### config.mk
export PLATFORM = sky130hd
export DESIGN_NAME = fix_acceptor_session
export DESIGN_NICKNAME = d
export VERILOG_FILES = /design/src/rtl/fix_acceptor_session.sv
export SDC_FILE = /design/constraint.sdc
export NUM_CORES = 1
export LEC_CHECK = 0
export BUFFER_PORTS_ARGS = -buffer_cell sky130_fd_sc_hd__buf_2
export CAP_MARGIN = 20
export CELL_PAD_IN_SITES_DETAIL_PLACEMENT = 1
export CELL_PAD_IN_SITES_GLOBAL_PLACEMENT = 1
export CORE_ASPECT_RATIO = 1.1
export CORE_MARGIN = 5
export CORE_UTILIZATION = 49
export CTS_CLUSTER_SIZE = 12
export DETAILED_ROUTE_END_ITERATION = 16
export PLACE_DENSITY_LB_ADDON = 0.2
export SYNTH_ARGS = -nofsm -noshare
export SYNTH_HDL_FRONTEND = slang
export SYNTH_SLANG_ARGS = --single-unit
### constraint.sdc
create_clock -name clk -period 8.25 [get_ports clk]
set_clock_uncertainty 0.15 [all_clocks]
set_input_delay 0.825 -clock clk [delete_from_list [all_inputs] [get_ports clk]]
set_output_delay 0.825 -clock clk [all_outputs]
set_load 0.01 [all_outputs]
### src/rtl/fix_acceptor_session.sv
// FIX acceptor session: byte-serial tag/value parser, logon/heartbeat/logout
// session FSM, single-slot response queue and valid/ready byte transmitter.
module fix_acceptor_session #(
  parameter logic [15:0] HB_INTERVAL = 16'd64
) (
  input  logic       clk,
  input  logic       reset,
  input  logic       connected_i,
  input  logic [2:0] connected_host_addr_i,
  input  logic       new_message_received_i,
  input  logic [7:0] message_i,
  input  logic       send_ready_i,
  output logic       send_message_valid_o,
  output logic [7:0] message_o,
  output logic       session_active_o,
  output logic [2:0] session_host_addr_o,
  output logic       disconnect_req_o,
  output logic       parse_error_o
);

  localparam logic [7:0]  CH_SEMI  = 8'h3B;
  localparam logic [7:0]  CH_EQ    = 8'h3D;
  localparam logic [16:0] RX_LIMIT = {HB_INTERVAL, 1'b0};

  // Response codes double as priorities: larger value wins the slot.
  localparam logic [1:0] R_NONE   = 2'd0;
  localparam logic [1:0] R_HB     = 2'd1;
  localparam logic [1:0] R_ACK    = 2'd2;
  localparam logic [1:0] R_LOGOUT = 2'd3;

  typedef enum logic [1:0] {S_IDLE, S_AWAIT_LOGON, S_ACTIVE, S_CLOSING} state_t;
  typedef enum logic [1:0] {P_TAG, P_VALUE, P_SKIP} pstate_t;

  state_t      state_reg, state_next;
  logic        disconnect_reg, disconnect_next;
  logic [2:0]  host_addr_reg;

  pstate_t     p_state_reg;
  logic [9:0]  tag_reg;
  logic        first_val_reg;
  logic [7:0]  msg_type_reg;
  logic [7:0]  done_type_reg;
  logic        msg_done_reg;
  logic        parse_error_reg;

  logic        pend_valid_reg;
  logic [1:0]  pend_type_reg;
  logic        tx_busy_reg;
  logic [3:0]  tx_idx_reg;
  logic [1:0]  tx_type_reg;
  logic [7:0]  tx_byte;

  logic [15:0] tx_cnt_reg;
  logic [16:0] rx_cnt_reg;

  logic        abort;
  logic        in_idle;
  logic        tx_start;
  logic        tx_xfer;
  logic        last_byte;
  logic        hb_due;
  logic [1:0]  req;
  logic        is_digit;
  logic [13:0] tag_prod;

  assign in_idle   = (state_reg == S_IDLE);
  assign abort     = !in_idle && !connected_i;
  assign tx_start  = !tx_busy_reg && pend_valid_reg;
  assign tx_xfer   = tx_busy_reg && send_ready_i;
  assign last_byte = tx_xfer && (tx_idx_reg == 4'd11);
  assign hb_due    = (tx_cnt_reg >= HB_INTERVAL) && !pend_valid_reg && !tx_busy_reg;

  assign is_digit = (message_i >= 8'h30) && (message_i <= 8'h39);
  assign tag_prod = ({4'd0, tag_reg} * 14'd10) + {10'd0, message_i[3:0]};

  // ---------------- parser ----------------
  always_ff @(posedge clk) begin
    msg_done_reg    <= 1'b0;
    parse_error_reg <= 1'b0;
    if (reset || in_idle) begin
      p_state_reg   <= P_TAG;
      tag_reg       <= 10'd0;
      first_val_reg <= 1'b0;
      msg_type_reg  <= 8'd0;
      done_type_reg <= 8'd0;
    end else if (new_message_received_i) begin
      case (p_state_reg)
        P_TAG: begin
          if (is_digit) begin
            if (tag_prod > 14'd999) begin
              parse_error_reg <= 1'b1;
              p_state_reg     <= P_SKIP;
            end else begin
              tag_reg <= tag_prod[9:0];
            end
          end else if (message_i == CH_EQ) begin
            p_state_reg   <= P_VALUE;
            first_val_reg <= 1'b1;
          end else begin
            // A stray ';' already ends the bad field, so there is nothing to skip.
            parse_error_reg <= 1'b1;
            tag_reg         <= 10'd0;
            p_state_reg     <= (message_i == CH_SEMI) ? P_TAG : P_SKIP;
          end
        end
        P_VALUE: begin
          first_val_reg <= 1'b0;
          if (message_i == CH_SEMI) begin
            if (tag_reg == 10'd10) begin
              msg_done_reg  <= 1'b1;
              done_type_reg <= msg_type_reg;
              msg_type_reg  <= 8'd0;
            end
            tag_reg     <= 10'd0;
            p_state_reg <= P_TAG;
          end else if (first_val_reg && tag_reg == 10'd35) begin
            msg_type_reg <= message_i;
          end
        end
        default: begin
          if (message_i == CH_SEMI) begin
            tag_reg     <= 10'd0;
            p_state_reg <= P_TAG;
          end
        end
      endcase
    end
  end

  // ---------------- session FSM ----------------
  always_ff @(posedge clk) begin
    if (reset) begin
      state_reg      <= S_IDLE;
      disconnect_reg <= 1'b0;
      host_addr_reg  <= 3'd0;
    end else begin
      state_reg      <= state_next;
      disconnect_reg <= disconnect_next;
      if (in_idle && connected_i) host_addr_reg <= connected_host_addr_i;
    end
  end

  always_comb begin
    state_next      = state_reg;
    disconnect_next = 1'b0;
    req             = R_NONE;
    case (state_reg)
      S_IDLE: begin
        if (connected_i) state_next = S_AWAIT_LOGON;
      end
      S_AWAIT_LOGON: begin
        if (msg_done_reg) begin
          if (done_type_reg == "A") begin
            req        = R_ACK;
            state_next = S_ACTIVE;
          end else begin
            req        = R_LOGOUT;
            state_next = S_CLOSING;
          end
        end
      end
      S_ACTIVE: begin
        // A completing message takes precedence over both timers this cycle.
        if (msg_done_reg) begin
          if (done_type_reg == "1") begin
            req = R_HB;
          end else if (done_type_reg == "5") begin
            req        = R_LOGOUT;
            state_next = S_CLOSING;
          end
        end else if (rx_cnt_reg >= RX_LIMIT) begin
          req        = R_LOGOUT;
          state_next = S_CLOSING;
        end else if (hb_due) begin
          req = R_HB;
        end
      end
      default: begin
        if (last_byte && tx_type_reg == R_LOGOUT) begin
          state_next      = S_IDLE;
          disconnect_next = 1'b1;
        end
      end
    endcase
    if (abort) begin
      state_next      = S_IDLE;
      disconnect_next = 1'b0;
      req             = R_NONE;
    end
  end

  // ---------------- pending-response slot ----------------
  always_ff @(posedge clk) begin
    if (reset || abort || in_idle) begin
      pend_valid_reg <= 1'b0;
      pend_type_reg  <= R_NONE;
    end else if (req != R_NONE && (!pend_valid_reg || tx_start || req > pend_type_reg)) begin
      pend_valid_reg <= 1'b1;
      pend_type_reg  <= req;
    end else if (tx_start) begin
      pend_valid_reg <= 1'b0;
    end
  end

  // ---------------- transmitter ----------------
  always_ff @(posedge clk) begin
    if (reset || abort || in_idle) begin
      tx_busy_reg <= 1'b0;
      tx_idx_reg  <= 4'd0;
      tx_type_reg <= R_NONE;
    end else if (tx_start) begin
      tx_busy_reg <= 1'b1;
      tx_idx_reg  <= 4'd0;
      tx_type_reg <= pend_type_reg;
    end else if (tx_xfer) begin
      if (tx_idx_reg == 4'd11) tx_busy_reg <= 1'b0;
      else                     tx_idx_reg  <= tx_idx_reg + 4'd1;
    end
  end

  always_comb begin
    tx_byte = 8'd0;
    case (tx_idx_reg)
      4'd0:  tx_byte = "3";
      4'd1:  tx_byte = "5";
      4'd2:  tx_byte = "=";
      4'd3:  tx_byte = (tx_type_reg == R_ACK) ? "A" : (tx_type_reg == R_LOGOUT) ? "5" : "0";
      4'd4:  tx_byte = CH_SEMI;
      4'd5:  tx_byte = "1";
      4'd6:  tx_byte = "0";
      4'd7:  tx_byte = "=";
      4'd8:  tx_byte = "0";
      4'd9:  tx_byte = (tx_type_reg == R_ACK) ? "3" : (tx_type_reg == R_LOGOUT) ? "2" : "1";
      4'd10: tx_byte = (tx_type_reg == R_ACK) ? "3" : (tx_type_reg == R_LOGOUT) ? "1" : "6";
      4'd11: tx_byte = CH_SEMI;
      default: tx_byte = 8'd0;
    endcase
  end

  // ---------------- timers ----------------
  always_ff @(posedge clk) begin
    if (reset || in_idle) begin
      tx_cnt_reg <= 16'd0;
      rx_cnt_reg <= 17'd0;
    end else begin
      if (tx_start || tx_xfer)          tx_cnt_reg <= 16'd0;
      else if (tx_cnt_reg < HB_INTERVAL) tx_cnt_reg <= tx_cnt_reg + 16'd1;

      if (msg_done_reg)               rx_cnt_reg <= 17'd0;
      else if (rx_cnt_reg < RX_LIMIT) rx_cnt_reg <= rx_cnt_reg + 17'd1;
    end
  end

  assign send_message_valid_o = tx_busy_reg;
  assign message_o            = tx_busy_reg ? tx_byte : 8'd0;
  assign session_active_o     = (state_reg == S_ACTIVE);
  assign session_host_addr_o  = host_addr_reg;
  assign disconnect_req_o     = disconnect_reg;
  assign parse_error_o        = parse_error_reg;

endmodule

# Word level (Yosys, flattened, before mapping)

Index checks and enable logic that the tools add are counted.

Bits in registers: 80
Input bits: 16
Output and inout port bits: 15
Logic and storage cells: 171

$add $sub $neg: 4
Multipliers: 1
$lt $le $gt $ge: 8
Equality and inequality tests: 34
Mux-type cells: 52
Bitwise logic cells: 5
Reductions and logical operators: 50

Operators by type and width:

| operator                                                            | number |
|---|---|
| case mux 7 bit (9 select lines)                                     | 1 |
| two-way mux 10 bit                                                  | 5 |
| two-way mux 2 bit                                                   | 21 |
| == test 8 x 6 -> 1 bit (second input constant)                      | 4 |
| two-way mux 8 bit                                                   | 4 |
| adder 17 x 1 -> 17 bit (second input constant)                      | 1 |
| greater-or-equal comparator 17 x 8 -> 1 bit (second input constant) | 1 |
| less-than comparator 17 x 8 -> 1 bit (second input constant)        | 1 |
| adder 16 x 1 -> 16 bit (second input constant)                      | 1 |
| == test 4 x 3 -> 1 bit (second input constant)                      | 4 |
| == test 4 bit (second input constant)                               | 4 |
| greater-or-equal comparator 16 x 7 -> 1 bit (second input constant) | 1 |
| less-than comparator 16 x 7 -> 1 bit (second input constant)        | 1 |
| AND reduction 4 bit                                                 | 4 |
| adder 14 x 4 -> 14 bit                                              | 1 |
| > comparator 14 x 10 -> 1 bit (second input constant)               | 1 |
| two-way mux 1 bit                                                   | 14 |
| nonzero test 2 bit                                                  | 7 |
| OR reduction 2 bit                                                  | 7 |
| multiplier 10 x 3 -> 13 bit (second input constant)                 | 1 |
| inequality test 3 bit (second input constant)                       | 4 |
| logical AND 1 bit                                                   | 11 |
| == test 10 x 4 -> 1 bit (second input constant)                     | 1 |
| == test 10 x 6 -> 1 bit (second input constant)                     | 1 |
| other kinds (30)                                                    | 53 |

# Logic depth before layout (Yosys ltp)

Word-level depth: 12
Gate-level depth with buffers: 13
Mapped depth without buffers: 12

# Worst setup path before layout

Ideal clock, no wire load.

Path kind: register to register
Start point: register tag_reg[1]
End point: register tag_reg[3]
Setup time: 0.069 ns
Arrival time: 3.405 ns
Data required time: 8.031 ns
Path slack: 4.626 ns
Cell stages (with the launch flop): 12
Path buffers: 1
Period minus slack after synthesis: 3.624 ns
Cells stage by stage: dfxtp_1 ha_1 ha_1 fa_1 xnor2_1 a2111o_1 a211o_1 or4_1 mux2i_1 buf_4 o41a_1 o21ai_1

Cells in the longest elaborated chain, start to end: 5
Elaborated cells on any way between the ends: 8
Classes of those cells: add/sub: 1; mul: 1; order compare: 1; eq/ne: 1; mux: 3; reduce/logical: 1

Ends and longest elaborated chain:

| item                                                                  | RTL line | RTL |
|---|---|---|
| start: declaration                                                    | 39       | `logic [9:0] tag_reg;` |
| start signal: assignment                                              | 94       | `tag_reg <= tag_prod[9:0];` |
| multiplier 10 x 3 -> 13 bit (*)                                       | 74       | `assign tag_prod = ({4'd0, tag_reg} * 14'd10) + {10'd0, message_i[3:0]};` |
| adder 14 x 4 -> 14 bit (*)                                            | 74       |  |
| > comparator 14 x 10 -> 1 bit or two-way mux 10 bit (tied branches)   | 90       | `if (tag_prod > 14'd999) begin` |
| inequality test 3 bit (no line) or two-way mux 10 bit (tied branches) | n/a      |  |
| AND reduction 4 bit (no line) or two-way mux 10 bit (tied branches)   | n/a      |  |

Every way passes the cells marked *; elsewhere a longest branch is shown, timed or not. The select of a mux whose other input is x is not followed.
A chain may end at the register's enable or synchronous reset.

# Worst setup path after layout

Start point: register tag_reg[1]
End point: register tag_reg[8]

The elaborated chain is that of the path after synthesis.

==> flow_summary.toml <==
[logic_synthesis]
synth_most_common_cell = "dfxtp_1"
synth-compound-area-share_pct = 16.3
synth.area.mux_share_pct = 2.86
synth.top_cells.by_area = "dfxtp_1 (35%), ha_1 (9.1%), nand3_1 (5.1%)"
yosys_warnings = 0
synth_nets = 598
synth_xor_area_share_pct = 3.85
synth_cells = 547
yosysUniqueCellTypes = 54
syn_area_um2 = 4540
synth_top_family_by_area = "simple AND/OR/NAND/NOR gates"
yosysTopAreaCell = "dfxtp_1"
synth-seq-cells = 80
synth-simple-area-share_pct = 27.8
syn_avg_cell_area_um2 = 8.31
ys.flop_type = "dfxtp_1"
synth_top_area_share_pct = 35.2
synth.yosys.seq_area_share_pct = 35.2
synth.top_cells.by_count = "dfxtp_1 (80), nor2_1 (54), nand2_1 (53), nand3_1 (46), a21oi_1 (43)"
synth_adder_area_share_pct = 9.97
synthArstFlopShare_pct = 0
synth_edf_count = 0

[floorplanning]
initial_utilization_pct = 50.7
die_x_um = 102
die_y_um = 111
fp.coreArea_um2 = 8960
dieArea_um2 = 11300
placementRows = 36
io_pins = 31

[clocking]
cts_tree = "done"
htree_levels = 3
cts.reportedPaths.clkPinSlew_ns = 0.09
worstSkewPairLatency_ns = 0.36
clock_path_buffers = 2
cts_buffers = 9
cts_sinks = 80
clockRootBuffer = "clkbuf_8"
ctsHoldBuffers = 0
postCtsSetupRepairBufs = 0
post_cts_resized = 0

[cells_and_area]
final_util_pct = 55.1
fin_nets = 617
seq_area_um2 = 1600
areaGrowthSynthToFinish_pct = 8.76
fillers = 1114
insertedDiodeCount = 0
multi_input_area_um2 = 2760
drive_above_1_share_pct = 9.81
largest_reg_flops = 17

[pwr]
power_density_nw_per_um2 = 177
clockPowerShare_pct = 34.5
peakVddDrop_mv = 0.107
sw_frac_of_total_pct = 32.1
pwr-share-comb_pct = 18.8
power_frac_seq_pct = 46.8
p_sw_mw = 0.281
cellLeakagePower_nw = 1.95
internal_power_mw = 0.595

[timing]
fin_tns_setup_ns = 0
grt_setup_unrepaired = "false"
max_freq_ghz = 0.227
slew_violations = 0
worst_pin_slew_ns = 1.07
setup_viol = 0
fin_crit_sh_pct = 53.3
fin_crit_ns = 4.40
hold_violations = 0
slew_headroom_pct = 26.6

[place]
numPortBuffers = 29
routabilityCongestion = 0.886
dp_hpwl_um = 8800

[detailed_routing]
first_pass_iters = 4
drt_wl_total_um = 11500
via_count = 4039
post_drt_wl_per_cell_um = 16.9
drc = 0
vias_per_cell = 5.90
drt_iter0_drc = 140
antenna_left = 0

[worst_setup_path]
required_ns = 8.33
crit_path_start_kind = "flip-flop"
cp-end-kind = "flip-flop"
crit_path_max_fanout = 12
crit_buf_inv = 0
max_stage_delay_ns = 0.83
cp_cell_sequence = "ha_1 > ha_1 > fa_1 > xnor2_1 > a2111o_1 > a211o_1 > or4_1 > mux2i_1 > or4_1 > o211ai_2"
worst_path_max_delay_cell = "mux2i_1"
cp_top_family = "adder cells"
worstSetupPathType = "flip-flop to flip-flop"
cp_data_arrival_time_ns = 4.48

[global_routing]
grt_pass1_wl_um = 19600
grt_start_max_net_pins = 23
grt_overflow = 0
grt_pass1_vias = 4195
antenna_found_initial = 0
grt_use_total_pct = 21.1

[flow_run]
cap_violations = 0

[hold_path]
hold_class = "flip-flop to flip-flop"

[status]
status = "finished, final reports clean"
per-stage QoR:
stage	setup WS, ns	total power, mW	cells	hold WS [ns]	cell area, um^2
after floorplan	4.63	0.536	547	0.280	4540
after global placement	4.12	0.575	668	0.290	4730
after detailed placement	3.94	0.583	669	0.296	4740
after CTS	3.88	0.884	685	0.310	4940
after global routing	3.67	0.924	685	0.328	4940
final	3.85	0.876	685	0.311	4940
worst register-to-register path: stages, from the launching register on:
cell      delay, ns
dfxtp_1        0.49
ha_1           0.29
ha_1           0.24
fa_1           0.46
xnor2_1        0.20
a2111o_1       0.43
a211o_1        0.34
or4_1          0.55
mux2i_1        0.83
or4_1          0.24
o211ai_2       0.08
power by group through the flow:
stage	Clock, mW	Sequential [mW]	Combinational, mW
finish	0.302	0.410	0.164
global placement	0	0.417	0.158
global route	0.326	0.412	0.186
detailed placement	0	0.419	0.164
floorplan	0	0.417	0.119
CTS	0.309	0.410	0.165
routing by layer:
layer	vias up	share of wire (%)	GRT usage (%)
met5	-	0	0
met4	0	1.6	6.74
met3	15	3.6	3.52
met2	74	52	37.2
met1	1951	43	25.8
li1	1999	-	-
final cells by class:
class / instances / area share [%]
clock buffer: 9 / 2.51
multi-input combinational: 426 / 55.9
tap: 114 / 2.89
clock inverter: 7 / 1.67
sequential: 80 / 32.4
inverter: 18 / 1.37
timing repair buffer: 31 / 3.24
final timing paths:
| kind | startpoint | end | slack [ns] | depth (start not counted) |
|---|---|---|---|---|
| setup reg to reg | tag_reg[1]$_SDFFE_PP0P_ | tag_reg[8]$_SDFFE_PP0P_ | 3.85 | 10 |
| hold reg to reg | msg_type_reg[0]$_SDFFE_PP0P_ | msg_type_reg[0]$_SDFFE_PP0P_ | 0.31 | 2 |
| setup / recovery | tag_reg[1]$_SDFFE_PP0P_ | tag_reg[8]$_SDFFE_PP0P_ | 3.85 | 10 |
| hold / removal | msg_type_reg[0]$_SDFFE_PP0P_ | msg_type_reg[0]$_SDFFE_PP0P_ | 0.31 | 2 |
cell usage in the layout, fill, tap and decap left out, drive strengths merged, types with 9 or more instances in the layout:
cell type,synthesis,routed
dfxtp,80,80
nor2,55,55
nand2,53,53
nand3,46,46
a21oi,43,43
ha,33,33
buf,7,31
inv,18,22
and2,21,21
o21ai,17,17
nor3,16,16
mux2i,13,13
xnor2,13,13
nor2b,9,9
nand2b,9,9
o41a,9,9
clkbuf,16,9
logic make-up after synthesis:
group	count (synthesis)
simple gates	250
mux	13
compound gates	107
xor+xnor	20
buf+inv	41
fa+ha+maj	35
other cells	1
flops	80
Power figures use the tool's default switching activity.
